--- src/rtl/gpu_vga_timing.sv ---
// gpu_vga_timing: 640x480@60 raster timing generator with registered, blanked colour and sync outputs
// Ports: clock/reset (synchronous, active-high); row/col scan counters; pixelTick one-clock pixel
//        strobe; videoOn visible-area flag; vgaIn colour for current row/col; vga/hsync/vsync
//        registered DAC outputs (syncs active-low, one pixel behind row/col).
// Optional: define GPU_VGA_FRAME_COUNT_EN to add frameStart (pulse on the 0,0 wrap tick) and
//           frameCount (16-bit frame counter).
module gpu_vga_timing #(
    parameter int CLOCK_DIV = 2,
    parameter int H_VISIBLE = 640,
    parameter int H_FRONT   = 16,
    parameter int H_SYNC    = 96,
    parameter int H_BACK    = 48,
    parameter int V_VISIBLE = 480,
    parameter int V_FRONT   = 10,
    parameter int V_SYNC    = 2,
    parameter int V_BACK    = 33
) (
    input  logic        clock,
    input  logic        reset,
    output logic [9:0]  row,
    output logic [9:0]  col,
    output logic        pixelTick,
    output logic        videoOn,
    input  logic [11:0] vgaIn,
    output logic [11:0] vga,
    output logic        hsync,
    output logic        vsync
`ifdef GPU_VGA_FRAME_COUNT_EN
    ,
    output logic        frameStart,
    output logic [15:0] frameCount
`endif
);
    localparam int H_TOTAL = H_VISIBLE + H_FRONT + H_SYNC + H_BACK;
    localparam int V_TOTAL = V_VISIBLE + V_FRONT + V_SYNC + V_BACK;
    localparam int DIV_W   = CLOCK_DIV > 1 ? $clog2(CLOCK_DIV) : 1;
    logic [DIV_W-1:0] div;
    logic lineEnd, frameEnd, hRaw, vRaw;
    assign pixelTick = div == DIV_W'(CLOCK_DIV - 1);
    assign lineEnd   = col == 10'(H_TOTAL - 1);
    assign frameEnd  = lineEnd && row == 10'(V_TOTAL - 1);
    assign videoOn   = col < 10'(H_VISIBLE) && row < 10'(V_VISIBLE);
    assign hRaw      = col >= 10'(H_VISIBLE + H_FRONT) && col < 10'(H_VISIBLE + H_FRONT + H_SYNC);
    assign vRaw      = row >= 10'(V_VISIBLE + V_FRONT) && row < 10'(V_VISIBLE + V_FRONT + V_SYNC);
    always_ff @(posedge clock) begin
        if (reset) begin
            div   <= '0;
            col   <= '0;
            row   <= '0;
            vga   <= '0;
            hsync <= 1'b1;
            vsync <= 1'b1;
        end else begin
            div <= pixelTick ? '0 : div + 1'b1;
            if (pixelTick) begin
                col   <= lineEnd ? '0 : col + 1'b1;
                row   <= frameEnd ? '0 : lineEnd ? row + 1'b1 : row;
                vga   <= videoOn ? vgaIn : 12'h000;
                hsync <= ~hRaw;
                vsync <= ~vRaw;
            end
        end
    end
`ifdef GPU_VGA_FRAME_COUNT_EN
    assign frameStart = pixelTick && frameEnd;
    always_ff @(posedge clock) begin
        if (reset) frameCount <= '0;
        else if (frameStart) frameCount <= frameCount + 1'b1;
    end
`endif
endmodule

--- config.mk ---
export PLATFORM = sky130hd
export DESIGN_NAME = gpu_vga_timing
export DESIGN_NICKNAME = d
export VERILOG_FILES = /design/src/rtl/gpu_vga_timing.sv
export SDC_FILE = /design/constraint.sdc
export NUM_CORES = 1
export LEC_CHECK = 0
export BUFFER_PORTS_ARGS = -buffer_cell sky130_fd_sc_hd__buf_2
export CELL_PAD_IN_SITES_DETAIL_PLACEMENT = 1
export CELL_PAD_IN_SITES_GLOBAL_PLACEMENT = 2
export CORE_UTILIZATION = 31
export DETAILED_ROUTE_END_ITERATION = 7
export PLACE_DENSITY_LB_ADDON = 0.1
export SLEW_MARGIN = 20
export SYNTH_ARGS = -nofsm -noshare
export SYNTH_HDL_FRONTEND = slang
export SYNTH_SLANG_ARGS = --single-unit
--- constraint.sdc ---
create_clock -name clock -period 2.8 [get_ports clock]
set_clock_uncertainty 0.2 [all_clocks]
set_input_delay 0.14 -clock clock [delete_from_list [all_inputs] [get_ports clock]]
set_output_delay 0.14 -clock clock [all_outputs]
set_load 0.02 [all_outputs]
Word-level counts from Yosys, hierarchy flattened:

Index checks and enable logic that the tools add are counted.
Widths: inputs -> output; s select.

* output and inout port bits: 36
* bits in registers: 35
* word-level logic and storage cells: 30
* input bits: 14

* equality and inequality tests: 2
* bitwise logic cells: 2
* add/sub/neg operators: 3
* reductions and logical operators: 7
* multiplexer cells: 4
* magnitude comparators: 6

Operators by type and width (count)
* $mux 10: 3
* $add 10x1->10 const B: 2
* $eq 10x10->1 const B: 2
* $lt 10x10->1 const B: 2
* $lt 10x9->1 const B: 2
* $mux 12: 1
* $ge 10x10->1 const B: 1
* $ge 10x9->1 const B: 1
* $logic_and 1x1->1: 4
* $not 1->1: 2
* $reduce_and 2->1: 1
* $reduce_bool 2->1: 1
* $reduce_or 2->1: 1
* $add 1x1->1 const B: 1

Logic depth before layout (Yosys ltp):

* depth in word-level cells: 4
* depth in mapped cells: 6

Worst setup path after synthesis:

No wires, ideal clock.

* path type: reg2reg
* start: register col[5]
* end: register row[9]
* required time: 2.466 ns
* library setup time: 0.134 ns
* cell stages (with the launch flop): 7
* data arrival time: 1.568 ns
* path buffers: 2
* setup slack: 0.897 ns
* cells stage by stage: dfxtp_1 buf_6 nor4b_4 nand4_2 buf_2 o41ai_1 a21oi_1

* word-level cells in the longest chain between the ends: 4
* elaborated cells between the ends (all ways): 5
* classes of those cells: eq/ne: 1; mux: 1; reduce/logical: 3

Ends and longest elaborated chain
* start, declared: RTL line 21 `output logic [9:0] col,`
* start signal, assigned: RTL line 56 `col <= lineEnd ? '0 : col + 1'b1;`
* $eq 10x10->1 (*): RTL line 40 `assign lineEnd = col == 10'(H_TOTAL - 1);`
* $logic_and 1x1->1: RTL line 41 `assign frameEnd = lineEnd && row == 10'(V_TOTAL - 1);`
* $reduce_bool 2->1 (no source line)
* $reduce_and 2->1 (no source line)
* end signal, assigned: RTL line 57 `row <= frameEnd ? '0 : lineEnd ? row + 1'b1 : row;`
* end, declared: RTL line 20 `output logic [9:0] row,`

Every way passes the cells marked *; elsewhere a longest branch is shown, timed or not.
A chain may end at the register's enable or synchronous reset.

Final worst setup path:

* start: register div, in the netlist pixelTick
* end: register row[7]

* word-level cells in the longest chain between the ends: 1

Ends and longest elaborated chain
* start, declared: RTL line 37 `logic [DIV_W-1:0] div;`
* start signal, assigned: RTL line 54 `div <= pixelTick ? '0 : div + 1'b1;`
* $reduce_and 2->1 (no source line)

No other way between the ends.

==> flow_metrics.tcl <==
set metrics [dict create \
    fp.dieW_um 72.1 \
    ys_ff_latch 35 \
    cts_root_buf "clkbuf_8" \
    design.portCount 50 \
    post_drt_wl_per_cell_um 14.6 \
    final_hold_viol_count 0 \
    synth.distinct_cells 34 \
    critPathMaxFanout 15 \
    yosysWarnings 0 \
    syn_to_final_growth_pct 34.3 \
    grt_max_degree 16 \
    layout.nets 243 \
    synthCells 164 \
    numCtsBuffers 5 \
    drc 0 \
    max_freq_mhz 434 \
    dr.pass1.iters 4 \
    antenna_found_initial 0 \
    core_region_area_um2 4720 \
    finalSetupTns_ns 0 \
    numClockSinks 35 \
    report.final.slew_viol_count 0 \
    swShare_pct 22.6 \
    power.leakage_uw 0.000863 \
    synth-seq-area-share_pct 46.0 \
    hold_class "reg2reg" \
    r2r-start "pixelTick" \
    vias 1474 \
    clkPwrFrac_pct 39.0 \
    port-buffer-count 49 \
    power.switching_uw 228 \
    diodes 0 \
    p_comb_share_pct 8.7 \
    synth_nets 182 \
    viasPerCell 5.03 \
    multi_input_area_um2 759 \
    drive_gt1_share_pct 26.5 \
    setup_viol 0 \
    netlist_area_um2 1520 \
    ctsResizeCount 0 \
    clkSlewWorstSetupHoldPaths_ns 0.07 \
    gp_congestion 0.756 \
    end_kind "flip-flop" \
    dr.first_iter.drc_count 59 \
    whs_ns 0.274 \
    p_int_uw 778 \
    die-height_um 72.1 \
    cts_tree "built" \
    synth_top_area_share_pct 46.0 \
    cts_buffer_depth 2 \
    maxCapViolCount 0 \
    worst_pin_slew_ns 0.827 \
    grt_pass1_wl_um 7070 \
    worst-r2r-setup-slack_ns 0.50 \
    synth_area_leaders "dfxtp_1, a22o_1, nor2_1" \
    n_fill_cell 572 \
    placementRows 25 \
    dieArea_um2 5200 \
    first_global_vias 1466 \
    drt_wl_total_um 4270 \
    register_area_um2 701 \
    start_util_pct 32.2 \
    ir_drop_uv 228 \
    start_kind "flip-flop" \
    status "finished, final reports clean" \
    hp-start "vga[2]" \
    clock_latency_ns 0.28 \
    cts_max_level 2 \
    reg2regPathDepth 4 \
    holdPathEnd "vga[2]" \
    max-slew-margin-rel_pct 44.6 \
    period_share_pct 82.3 \
    ant_nets 0 \
    rsz0062_at_grt "no" \
    grt_util_all_layers_pct 17.4 \
    path_class "reg2reg" \
    hold_depth 1 \
    power.density_nw_per_um2 491 \
    synth_area_leader_cell "dfxtp_1" \
    power_frac_seq_pct 52.3 \
    syn_area_per_cell_um2 9.28 \
    grt_overflow 0 \
    worstReg2RegEnd "row[7]" \
    dp_hpwl_um 3040 \
    arrival_ns 2.31 \
    cp.required_ns 2.80 \
    period_needed_ns 2.30 \
]
==> area by class of cell <==
type,count,share of cell area [%]
inverters,5,0.917
multi-input cells,115,37.1
well taps,67,4.10
clock buffers,8,4.89
flip-flops and latches,35,34.3
repair buffers,63,18.7
==> per-layer routing <==
layer | up-vias | GRT usage [%] | share of wire, %
met3 | 7 | 4.44 | 3.9
met1 | 711 | 21.7 | 45
li1 | 720 | - | -
met2 | 36 | 28.1 | 49
met5 | - | 0 | 0
met4 | 0 | 7.84 | 1.6
==> how the worst max path moves through the flow <==
stage / startpoint / endpoint / depth (start not counted)
floorplan: col[5] / row[9] / 6
global placement: pixelTick / row[8] / 4
detailed placement: pixelTick / row[7] / 4
CTS: pixelTick / row[7] / 4
global route: pixelTick / row[7] / 4
finish: pixelTick / row[7] / 4
==> through the flow <==
step	worst slack (ns)	std cells	cell area (µm²)	power (µW)	util, %
3_5_place_dp	0.499	272	1820	611	38.4
4_1_cts	0.461	293	2050	1020	43.3
2_1_floorplan	0.897	164	1520	579	-
3_3_place_gp	0.645	272	1820	608	38.4
5_1_grt	0.259	293	2050	1050	43.3
6_report	0.496	293	2050	1010	43.3
==> repair_timing <==
action / in CTS / in global routing
buffers inserted: 0 / 0
hold endpoints to repair: 16 / 0
hold buffers: 13 / 0
==> sequential cells by signal, indices dropped and copies added, names as in the netlist <==
| signal | flops |
|---|---|
| vsync | 1 |
| hsync | 1 |
| pixelTick | 1 |
| col | 10 |
| row | 10 |
| vga | 12 |
==> power groups by stage <==
stage	Clock, µW	Combinational, µW	Sequential (µW)
6_report	392	87.9	526
2_1_floorplan	0	29.2	550
3_5_place_dp	0	74.3	537
3_3_place_gp	0	72.7	536
5_1_grt	426	95.2	528
4_1_cts	409	88.6	526
==> cells in the mapped netlist <==
cell type   n
or3_1       3
buf_6       1
nor4bb_1    1
nand4_1     8
o21ai_0     3
or4_1       3
o41ai_1     1
o21bai_1    1
nand3b_1    2
xnor2_1     4
nand2_1    10
nor4_1      1
a22o_1     12
nor3_1      7
dfxtp_1    35
xor2_1      5
nand3_1     8
nor4b_4     1
o31ai_1     3
nand2b_1    2
a41oi_1     1
or2_2       1
buf_2       2
clkbuf_1    6
and4_1      2
a311oi_1    2
mux2i_1     1
a21oi_1    10
inv_1       5
a31oi_1     2
nor2_1     14
ha_1        4
and3_1      2
nand4_2     1
==> placed cells by master (no fill, tap or decap), types with 4 or more instances in the layout <==
| cell | synthesis | layout |
|---|---|---|
| buf_2 | 2 | 49 |
| dfxtp_1 | 35 | 35 |
| nor2_1 | 14 | 14 |
| dlygate4sd3_1 | 0 | 13 |
| a22o_1 | 12 | 12 |
| nand2_1 | 10 | 10 |
| a21oi_1 | 10 | 10 |
| nand4_1 | 8 | 8 |
| nand3_1 | 8 | 8 |
| nor3_1 | 7 | 7 |
| clkbuf_8 | 0 | 7 |
| inv_1 | 5 | 5 |
| xor2_1 | 5 | 5 |
| xnor2_1 | 4 | 4 |
| ha_1 | 4 | 4 |
==> logic make-up after synthesis <==
group	share of synthesized area (%)
simple gates	24.5
compound gates	16.3
buf+inv	4.11
mux	0.657
xor+xnor	5.18
fa+ha+maj	3.29
flops	46.0
==> critical path, cell delays in order, from the launching register on <==
cell     delay, ns
dfxtp_1       0.61
and4_1        0.35
nand4_2       0.32
or4_1         0.59
a21oi_1       0.16
Note: power is estimated with default switching activity, not from simulation.
